<file path="config.mk">
export PLATFORM = sky130hd
export DESIGN_NAME = serial_add_ctrl_flat
export DESIGN_NICKNAME = d
export VERILOG_FILES = /design/src/rtl/serial_add_pkg.sv /design/src/rtl/serial_add_ctrl_if.sv /design/src/rtl/full_adder_1b.sv /design/src/rtl/serial_add_ctrl.sv /design/src/flat_wrapper.sv
export SDC_FILE = /design/constraint.sdc
export NUM_CORES = 1
export LEC_CHECK = 0
export CORE_ASPECT_RATIO = 0.5
export CORE_MARGIN = 1
export CORE_UTILIZATION = 45
export CTS_CLUSTER_SIZE = 30
export DETAILED_ROUTE_END_ITERATION = 8
export PLACE_DENSITY_LB_ADDON = 0.25
export SYNTH_ARGS = -nofsm -noshare
export SYNTH_HDL_FRONTEND = slang
export SYNTH_SLANG_ARGS = --single-unit
</file>
<file path="constraint.sdc">
create_clock -name clk -period 1.55 [get_ports clk]
set_input_delay 0.31 -clock clk [delete_from_list [all_inputs] [get_ports clk]]
set_output_delay 0.31 -clock clk [all_outputs]
set_load 0.02 [all_outputs]
</file>
<file path="src/rtl/serial_add_pkg.sv">
// Shared encodings and sizing helpers for the bit-serial adder controller.
package serial_add_pkg;

    localparam int unsigned DEF_WIDTH = 32;

    localparam logic [1:0] IDLE = 2'd0;
    localparam logic [1:0] RUN  = 2'd1;
    localparam logic [1:0] DONE = 2'd2;

    typedef enum logic [1:0] {
        StIdle = IDLE,
        StRun  = RUN,
        StDone = DONE
    } state_e;

    // Bit counter only has to reach WIDTH-1; keep at least one bit.
    function automatic int unsigned cnt_width(input int unsigned w);
        return (w <= 2) ? 1 : $clog2(w);
    endfunction

endpackage

</file>
<file path="src/rtl/serial_add_ctrl_if.sv">
// Request/result bundle between a requester (master) and the serial adder (slave).
interface serial_add_ctrl_if
    import serial_add_pkg::*;
#(
    parameter int unsigned WIDTH = DEF_WIDTH
);

    logic             start;
    logic [WIDTH-1:0] a;
    logic [WIDTH-1:0] b;
    logic             cin;
    logic             busy;
    logic             done;
    logic [WIDTH-1:0] sum;
    logic             cout;

    modport master (
        output start,
        output a,
        output b,
        output cin,
        input  busy,
        input  done,
        input  sum,
        input  cout
    );

    modport slave (
        input  start,
        input  a,
        input  b,
        input  cin,
        output busy,
        output done,
        output sum,
        output cout
    );

endinterface

</file>
<file path="src/rtl/full_adder_1b.sv">
// Single-bit full adder; the only arithmetic element of the serial adder.
module full_adder_1b (
    input  logic a,
    input  logic b,
    input  logic ci,
    output logic s,
    output logic co
);

    assign s  = a ^ b ^ ci;
    assign co = (a & b) | (a & ci) | (b & ci);

endmodule

</file>
<file path="src/rtl/serial_add_ctrl.sv">
// Bit-serial adder: captures operands on start, adds LSB first one bit per cycle,
// then commits sum/cout and pulses done.
module serial_add_ctrl
    import serial_add_pkg::*;
#(
    parameter int unsigned WIDTH = DEF_WIDTH
) (
    input logic               clk,
    input logic               rst_n,
    serial_add_ctrl_if.slave  bus
);

    localparam int unsigned CW = cnt_width(WIDTH);
    localparam logic [CW-1:0] LAST_BIT = CW'(WIDTH - 1);

    state_e           state_q, state_d;
    logic [WIDTH-1:0] a_sr_q, a_sr_d;
    logic [WIDTH-1:0] b_sr_q, b_sr_d;
    logic [WIDTH-1:0] s_sr_q, s_sr_d;
    logic             carry_q, carry_d;
    logic [CW-1:0]    cnt_q, cnt_d;
    logic [WIDTH-1:0] sum_q, sum_d;
    logic             cout_q, cout_d;

    logic             fa_s;
    logic             fa_co;

    full_adder_1b u_fa (
        .a  (a_sr_q[0]),
        .b  (b_sr_q[0]),
        .ci (carry_q),
        .s  (fa_s),
        .co (fa_co)
    );

    always_ff @(posedge clk or negedge rst_n) begin
        if (!rst_n) begin
            state_q <= StIdle;
            a_sr_q  <= '0;
            b_sr_q  <= '0;
            s_sr_q  <= '0;
            carry_q <= 1'b0;
            cnt_q   <= '0;
            sum_q   <= '0;
            cout_q  <= 1'b0;
        end else begin
            state_q <= state_d;
            a_sr_q  <= a_sr_d;
            b_sr_q  <= b_sr_d;
            s_sr_q  <= s_sr_d;
            carry_q <= carry_d;
            cnt_q   <= cnt_d;
            sum_q   <= sum_d;
            cout_q  <= cout_d;
        end
    end

    always_comb begin
        state_d = state_q;
        a_sr_d  = a_sr_q;
        b_sr_d  = b_sr_q;
        s_sr_d  = s_sr_q;
        carry_d = carry_q;
        cnt_d   = cnt_q;
        sum_d   = sum_q;
        cout_d  = cout_q;

        unique case (state_q)
            StIdle: begin
                if (bus.start) begin
                    state_d = StRun;
                    a_sr_d  = bus.a;
                    b_sr_d  = bus.b;
                    carry_d = bus.cin;
                    cnt_d   = '0;
                end
            end
            StRun: begin
                a_sr_d  = a_sr_q >> 1;
                b_sr_d  = b_sr_q >> 1;
                s_sr_d  = {fa_s, s_sr_q[WIDTH-1:1]};
                carry_d = fa_co;
                if (cnt_q == LAST_BIT) begin
                    // Last bit: commit the fully assembled word, counter parks at 0.
                    state_d = StDone;
                    sum_d   = {fa_s, s_sr_q[WIDTH-1:1]};
                    cout_d  = fa_co;
                    cnt_d   = '0;
                end else begin
                    cnt_d = cnt_q + CW'(1);
                end
            end
            StDone: begin
                state_d = StIdle;
            end
            default: begin
                state_d = StIdle;
            end
        endcase
    end

    assign bus.busy = (state_q == StRun);
    assign bus.done = (state_q == StDone);
    assign bus.sum  = sum_q;
    assign bus.cout = cout_q;

endmodule

</file>
<file path="src/flat_wrapper.sv">
// flat-port wrapper written by rule: the top's interface ports become plain ports
module serial_add_ctrl_flat import serial_add_pkg::*;
#(
    parameter int unsigned WIDTH = DEF_WIDTH
)
  (clk, rst_n, bus_start, bus_a, bus_b, bus_cin, bus_busy, bus_done, bus_sum, bus_cout);
  serial_add_ctrl_if #(.WIDTH(WIDTH)) bus_i ();
  input logic clk;
  input logic rst_n;
  input wire logic [$bits(bus_i.start)-1:0] bus_start;
  input wire logic [$bits(bus_i.a)-1:0] bus_a;
  input wire logic [$bits(bus_i.b)-1:0] bus_b;
  input wire logic [$bits(bus_i.cin)-1:0] bus_cin;
  output wire logic [$bits(bus_i.busy)-1:0] bus_busy;
  output wire logic [$bits(bus_i.done)-1:0] bus_done;
  output wire logic [$bits(bus_i.sum)-1:0] bus_sum;
  output wire logic [$bits(bus_i.cout)-1:0] bus_cout;
  assign bus_i.start = bus_start;
  assign bus_i.a = bus_a;
  assign bus_i.b = bus_b;
  assign bus_i.cin = bus_cin;
  assign bus_busy = bus_i.busy;
  assign bus_done = bus_i.done;
  assign bus_sum = bus_i.sum;
  assign bus_cout = bus_i.cout;
  serial_add_ctrl #(.WIDTH(WIDTH)) u_core (.clk(clk), .rst_n(rst_n), .bus(bus_i));
endmodule
</file>
Yosys cells after proc, flatten, opt, wreduce, memory -nomap -nowiden

Cells that the tools add are included.

Register bits: 137
Input port bits: 68
Output and inout port bits: 35
Word-level logic and storage cells: 38

Add/sub/neg operators: 1
Equality and inequality tests: 5
Multiplexer cells: 12
Bitwise operators: 7
Reduce and logical (&&, ||, !) cells: 5

Operators by type and width:

| cell                  | number |
|---|---|
| $pmux W32 S2          | 2 |
| $mux W32              | 2 |
| $mux W5               | 2 |
| $pmux W5 S2           | 1 |
| $reduce_and A2 Y1     | 3 |
| $add A5 B1 Y5 const B | 1 |
| $eq A5 B5 Y1 const B  | 1 |
| $mux W2               | 2 |
| $pmux W2 S2           | 1 |
| $and A1 B1 Y1         | 3 |
| $eq A2 B1 Y1 const B  | 1 |
| $eq A2 B2 Y1 const B  | 1 |
| $logic_not A2 Y1      | 1 |
| $ne A2 B1 Y1 const B  | 1 |
| $ne A2 B2 Y1 const B  | 1 |
| $or A1 B1 Y1          | 2 |
| $pmux W1 S2           | 1 |
| $reduce_bool A2 Y1    | 1 |
| $xor A1 B1 Y1         | 2 |
| $mux W1               | 1 |

Longest topological paths before layout

Depth in word-level cells: 4
Mapped depth: 7

Cells and area by module

Synthesis repeated with hierarchy kept, for this count alone.

Cells, all modules: 517
Area total of the unflattened synthesis: 5,866.9 sq um

Modules (own cells, without submodules):

| module          | instances | cells each | area each (sq um) |
|---|---|---|---|
| serial_add_ctrl | 1         | 516        | 5,846.9 |
| full_adder_1b   | 1         | 1          | 20.0 |

Worst setup path after synthesis

No wires, ideal clock.

Kind: register to register
From: register u_core.cnt_q[0]
To: register u_core.sum_q[10] (netlist: u_core.bus.sum[10])
Library setup time: 0.125 ns
Arrival: 1.601 ns
Path slack: -0.177 ns
Stages on the path, launching flop included: 7
Buffers on the path: 1
Clock period less this slack: 1.727 ns
Path through: dfrtp_1 ha_1 and3_1 ha_1 nand2_4 buf_6 mux2_4

Word-level cells in the longest chain between the ends: 2

Ends and longest elaborated chain:

| what                        | line                  | source |
|---|---|---|
| start: declaration          | serial_add_ctrl.sv:21 | `logic [CW-1:0] cnt_q, cnt_d;` |
| start signal: assignment    | serial_add_ctrl.sv:52 | `cnt_q <= cnt_d;` |
| $eq A5 B5 Y1                | serial_add_ctrl.sv:83 | `if (cnt_q == LAST_BIT) begin` |
| $reduce_and A2 Y1 (no line) | n/a                   |  |
| end signal: assignment      | serial_add_ctrl.sv:53 | `sum_q <= sum_d;` |
| end: declaration            | serial_add_ctrl.sv:22 | `logic [WIDTH-1:0] sum_q, sum_d;` |

Every way passes these cells.
A chain may end at the register's enable or synchronous reset.

Worst setup path after layout

From: register u_core.cnt_q[1]
To: register u_core.sum_q[16] (netlist: u_core.bus.sum[16])

Same word-level chain as after synthesis.

==> impl_metrics.csv <==
group,metric,value,unit
critical_path,reg2reg_setup_slack,-0.11,ns
synthesis,post_synth_inst_count,517,
outcome,violated_checks,"setup timing",
critical_path,r2r-end,"u_core.bus.sum[16]$_DFFE_PN0P_",
sta,skew,0.00857,ns
power_and_ir_drop,vdd.ir_drop.worst,0.825,mV
sta,unrepaired_setup_endpoints_after_global_routing,"true",
final_layout,fillers,1010,
critical_path,regToRegStartpoint,"u_core.cnt_q[1]$_DFFE_PN0P_",
synthesis,ys.warnings.count,0,
sta,period_share,107,%
power_and_ir_drop,p_leak,0.00427,uW
synthesis,syn_area,5850,sq um
drt,detailedRoute.firstPassIterationCount,4,
sta,clock.fmax,602,MHz
final_layout,share_of_final_layout_standard_cells_stronger_than_drive_strength_1,17.3,%
sta,period_minus_slack,1.66,ns
synthesis,synth_top_area_cell,"dfrtp_1",
critical_path,critical_path_data_required_time,1.85,ns
global_routing,grt_antenna_before_repair,0,
synthesis,synth_cell_types,29,
synthesis,synthesis.nets,588,
sta,setup_tns,-2.17,ns
final_layout,final_core_utilization,63.7,%
place,port_buffers,102,
global_routing,grt_start_max_net_pins,55,
drt,wirelength,11900,um
drt,routed_via_density,4.89,
sta,final_setup_fails,28,
clocking,tritoncts,"built",
clocking,clk_path_buf_depth,2,
floorplanning,fp-row-count,29,
final_layout,antennaDiodeCount,0,
sta,worst_tran_pin_value,0.382,ns
outcome,outcome,"finished, violations left",
critical_path,reg2regPathDepth,7,
global_routing,vias_in_the_first_global_route,3929,
global_routing,global_route.usage.total,19.1,%
synthesis,synth_common_cells,"159 x nand2_1, 136 x dfrtp_1, 64 x mux2i_1, 58 x o21ai_0, 29 x mux2_4",
sta,slew_violations,0,
final_layout,nets,718,
synthesis,ys_ff_latch,136,
global_routing,grt_first_pass_wirelength,19500,um
clocking,htree_levels,4,
synthesis,synth_top_area_share,58.1,%
drt,drc,0,
synthesis,post_synth.cell_area_avg,11.3,sq um
drt,via_count,4062,
floorplanning,core_area,12700,sq um
critical_path,critical_path.max_fanout,5,
floorplanning,dieArea,13500,sq um
sta,relative_slew_slack,74.5,%
synthesis,synth_sequential_area_ratio,58.1,%
final_layout,syn_to_final_growth,37.8,%
min_path,worst_hold_path_type,"in2async",
synthesis,async_reset_ff_share,100,%
critical_path,cp-startpoint,"u_core.cnt_q[1]$_DFFE_PN0P_",
drt,detail_route.wl_per_cell,14.3,um
clocking,clock_latency,0.41,ns
critical_path,worstSetupPathType,"reg2reg",
critical_path,worst_path_dominant_cell_family,"flip-flops",
floorplanning,starting_density,46.2,%
synthesis,synth_ff_type,"dfrtp_1",
critical_path,worst_setup_path_start_kind,"flop",
critical_path,timing.critical_path.depth,7,
clocking,clk_pin_slew,0.06,ns
critical_path,cpMaxStageDelayCell,"dfrtp_1",
floorplanning,die_h,82.6,um
sta,final_hold_viol_count,0,
floorplanning,die_width,163,um
sta,post-route-worst-setup-slack,-0.111,ns
drt,drt_first_iter_violations,191,
floorplanning,io_pins,103,
synthesis,netlist_top_cells_area,"dfrtp_1 58%, mux2i_1 11%, nand2_1 10%",
synthesis,most_used_standard_cell_by_instance_count_after_synthesis,"nand2_1",
synthesis,synth-edff-count,0,
critical_path,path_buf_inv,2,
drt,route.antenna.remaining_nets,0,
clocking,cts_sinks,136,
place,final_estimated_routing_congestion_in_global_placement,0.731,
global_routing,grt.overflow.total,0,
job,cap_violations,0,
critical_path,setup.worst_path.end_class,"flop",
clocking,cts_inserted_buffers,17,
clocking,clockRootBuffer,"clkbuf_16",
power_and_ir_drop,pwr_cell_area,1820,nW/um^2
critical_path,cp_cell_sequence,"ha_2 > and3_4 > ha_4 > nand2_8 > buf_12 > clkbuf_16 > mux2_4",
place,dpl.hpwl,7620,um
critical_path,cpPeakStageDelay,0.38,ns
critical_path,worstPathArrival,1.96,ns
## registers in the layout (all words and copies together), names as in the netlist
signal / cells
u_core.s_sr_q: 31
u_core.carry_q: 1
u_core.state_q: 2
u_core.bus.sum: 32
u_core.a_sr_q: 32
u_core.bus.cout: 1
u_core.cnt_q: 5
u_core.b_sr_q: 32
## layer usage
metal / share of wire, % / GRT usage (%) / wire, um
met1: 49 / 26.1 / 5830
met2: 47 / 29.7 / 5540
met3: 3.1 / 5.64 / 373
met4: 1.0 / 5.61 / 118
met5: 0 / 0 / 0
## worst max-delay path by stage
| stage | slack (ns) | to |
|---|---|---|
| 4_1_cts | -0.18 | bus_busy |
| 3_5_place_dp | -0.08 | u_core.bus.cout$_DFFE_PN0P_ |
| 2_1_floorplan | -0.01 | u_core.bus.sum[10]$_DFFE_PN0P_ |
| 5_1_grt | -0.16 | u_core.bus.sum[16]$_DFFE_PN0P_ |
| 6_report | -0.11 | u_core.bus.sum[16]$_DFFE_PN0P_ |
| 3_3_place_gp | -0.04 | u_core.bus.sum[24]$_DFFE_PN0P_ |
## layout by cell type (no fill, tap or decap), types with 3 or more instances in the layout
| cell type | synthesis | layout |
|---|---|---|
| buf_12 | 0 | 12 |
| nor2b_1 | 4 | 4 |
| o21ai_1 | 10 | 11 |
| buf_4 | 5 | 21 |
| bufinv_16 | 0 | 3 |
| nand2_1 | 159 | 159 |
| clkinv_4 | 0 | 3 |
| dfrtp_1 | 136 | 136 |
| o21ai_0 | 58 | 57 |
| inv_1 | 3 | 3 |
| dlygate4sd2_1 | 0 | 33 |
| mux2_4 | 29 | 32 |
| clkbuf_16 | 0 | 18 |
| buf_6 | 4 | 4 |
| mux2i_1 | 64 | 64 |
| inv_6 | 1 | 6 |
| clkdlybuf4s50_1 | 0 | 66 |
## stage by stage
step | total power [uW] | setup slack (ns) | cell area [sq um] | cells | hold slack, ns
floorplan | 8740 | -0.0111 | 5890 | 517 | 0.0144
global placement | 10300 | -0.0367 | 7240 | 785 | 0.246
detailed placement | 10500 | -0.0766 | 7240 | 785 | 0.242
CTS | 14800 | -0.178 | 8010 | 827 | 0.367
global route | 15600 | -0.158 | 8070 | 830 | 0.418
finish | 14700 | -0.111 | 8070 | 830 | 0.371
## worst reg2reg max path, delay by kind of cell (launching register included)
family                   cells  cell delay (ns)
buffers and inverters        2             0.26
adder cells (fa/ha/maj)      2             0.36
AND/OR/NAND/NOR              2             0.25
multiplexers                 1             0.30
flip-flops                   1             0.38
## power breakdown
group / total, uW / internal, uW / switching (uW)
clock network: 4190 / 2580 / 1610
logic: 4560 / 2330 / 2230
registers: 5910 / 5000 / 910
## cell type report
cell class,count,area [sq um],share of cell area [%]
flip-flops and latches,136,3400,42.2
multi-input cells,346,2300,28.5
repair buffers,142,1520,18.8
clock buffers,18,429,5.32
well taps,170,213,2.64
clock inverters,14,186,2.31
inverters,4,20.0,0.248
## logic make-up (layout without fill, tap and decap cells)
logic type	Yosys count	in the layout	synth area share, %
buf+inv	35	178	3.74
mux	97	97	19.2
flops	136	136	58.1
simple gates	171	171	11.5
fa+ha+maj	3	3	0.770
compound gates	75	75	6.65
## timing repair
item / CTS / global route
hold endpoints to repair: 34 / 0
resized for setup: 46 / 13
pin swaps: 3 / 1
endpoints found under the setup margin: 92 / 96
gates cloned: 3 / 1
buffers inserted: 6 / 3
hold buffers: 1 / 0
Note: power is estimated with default switching activity, not from simulation.
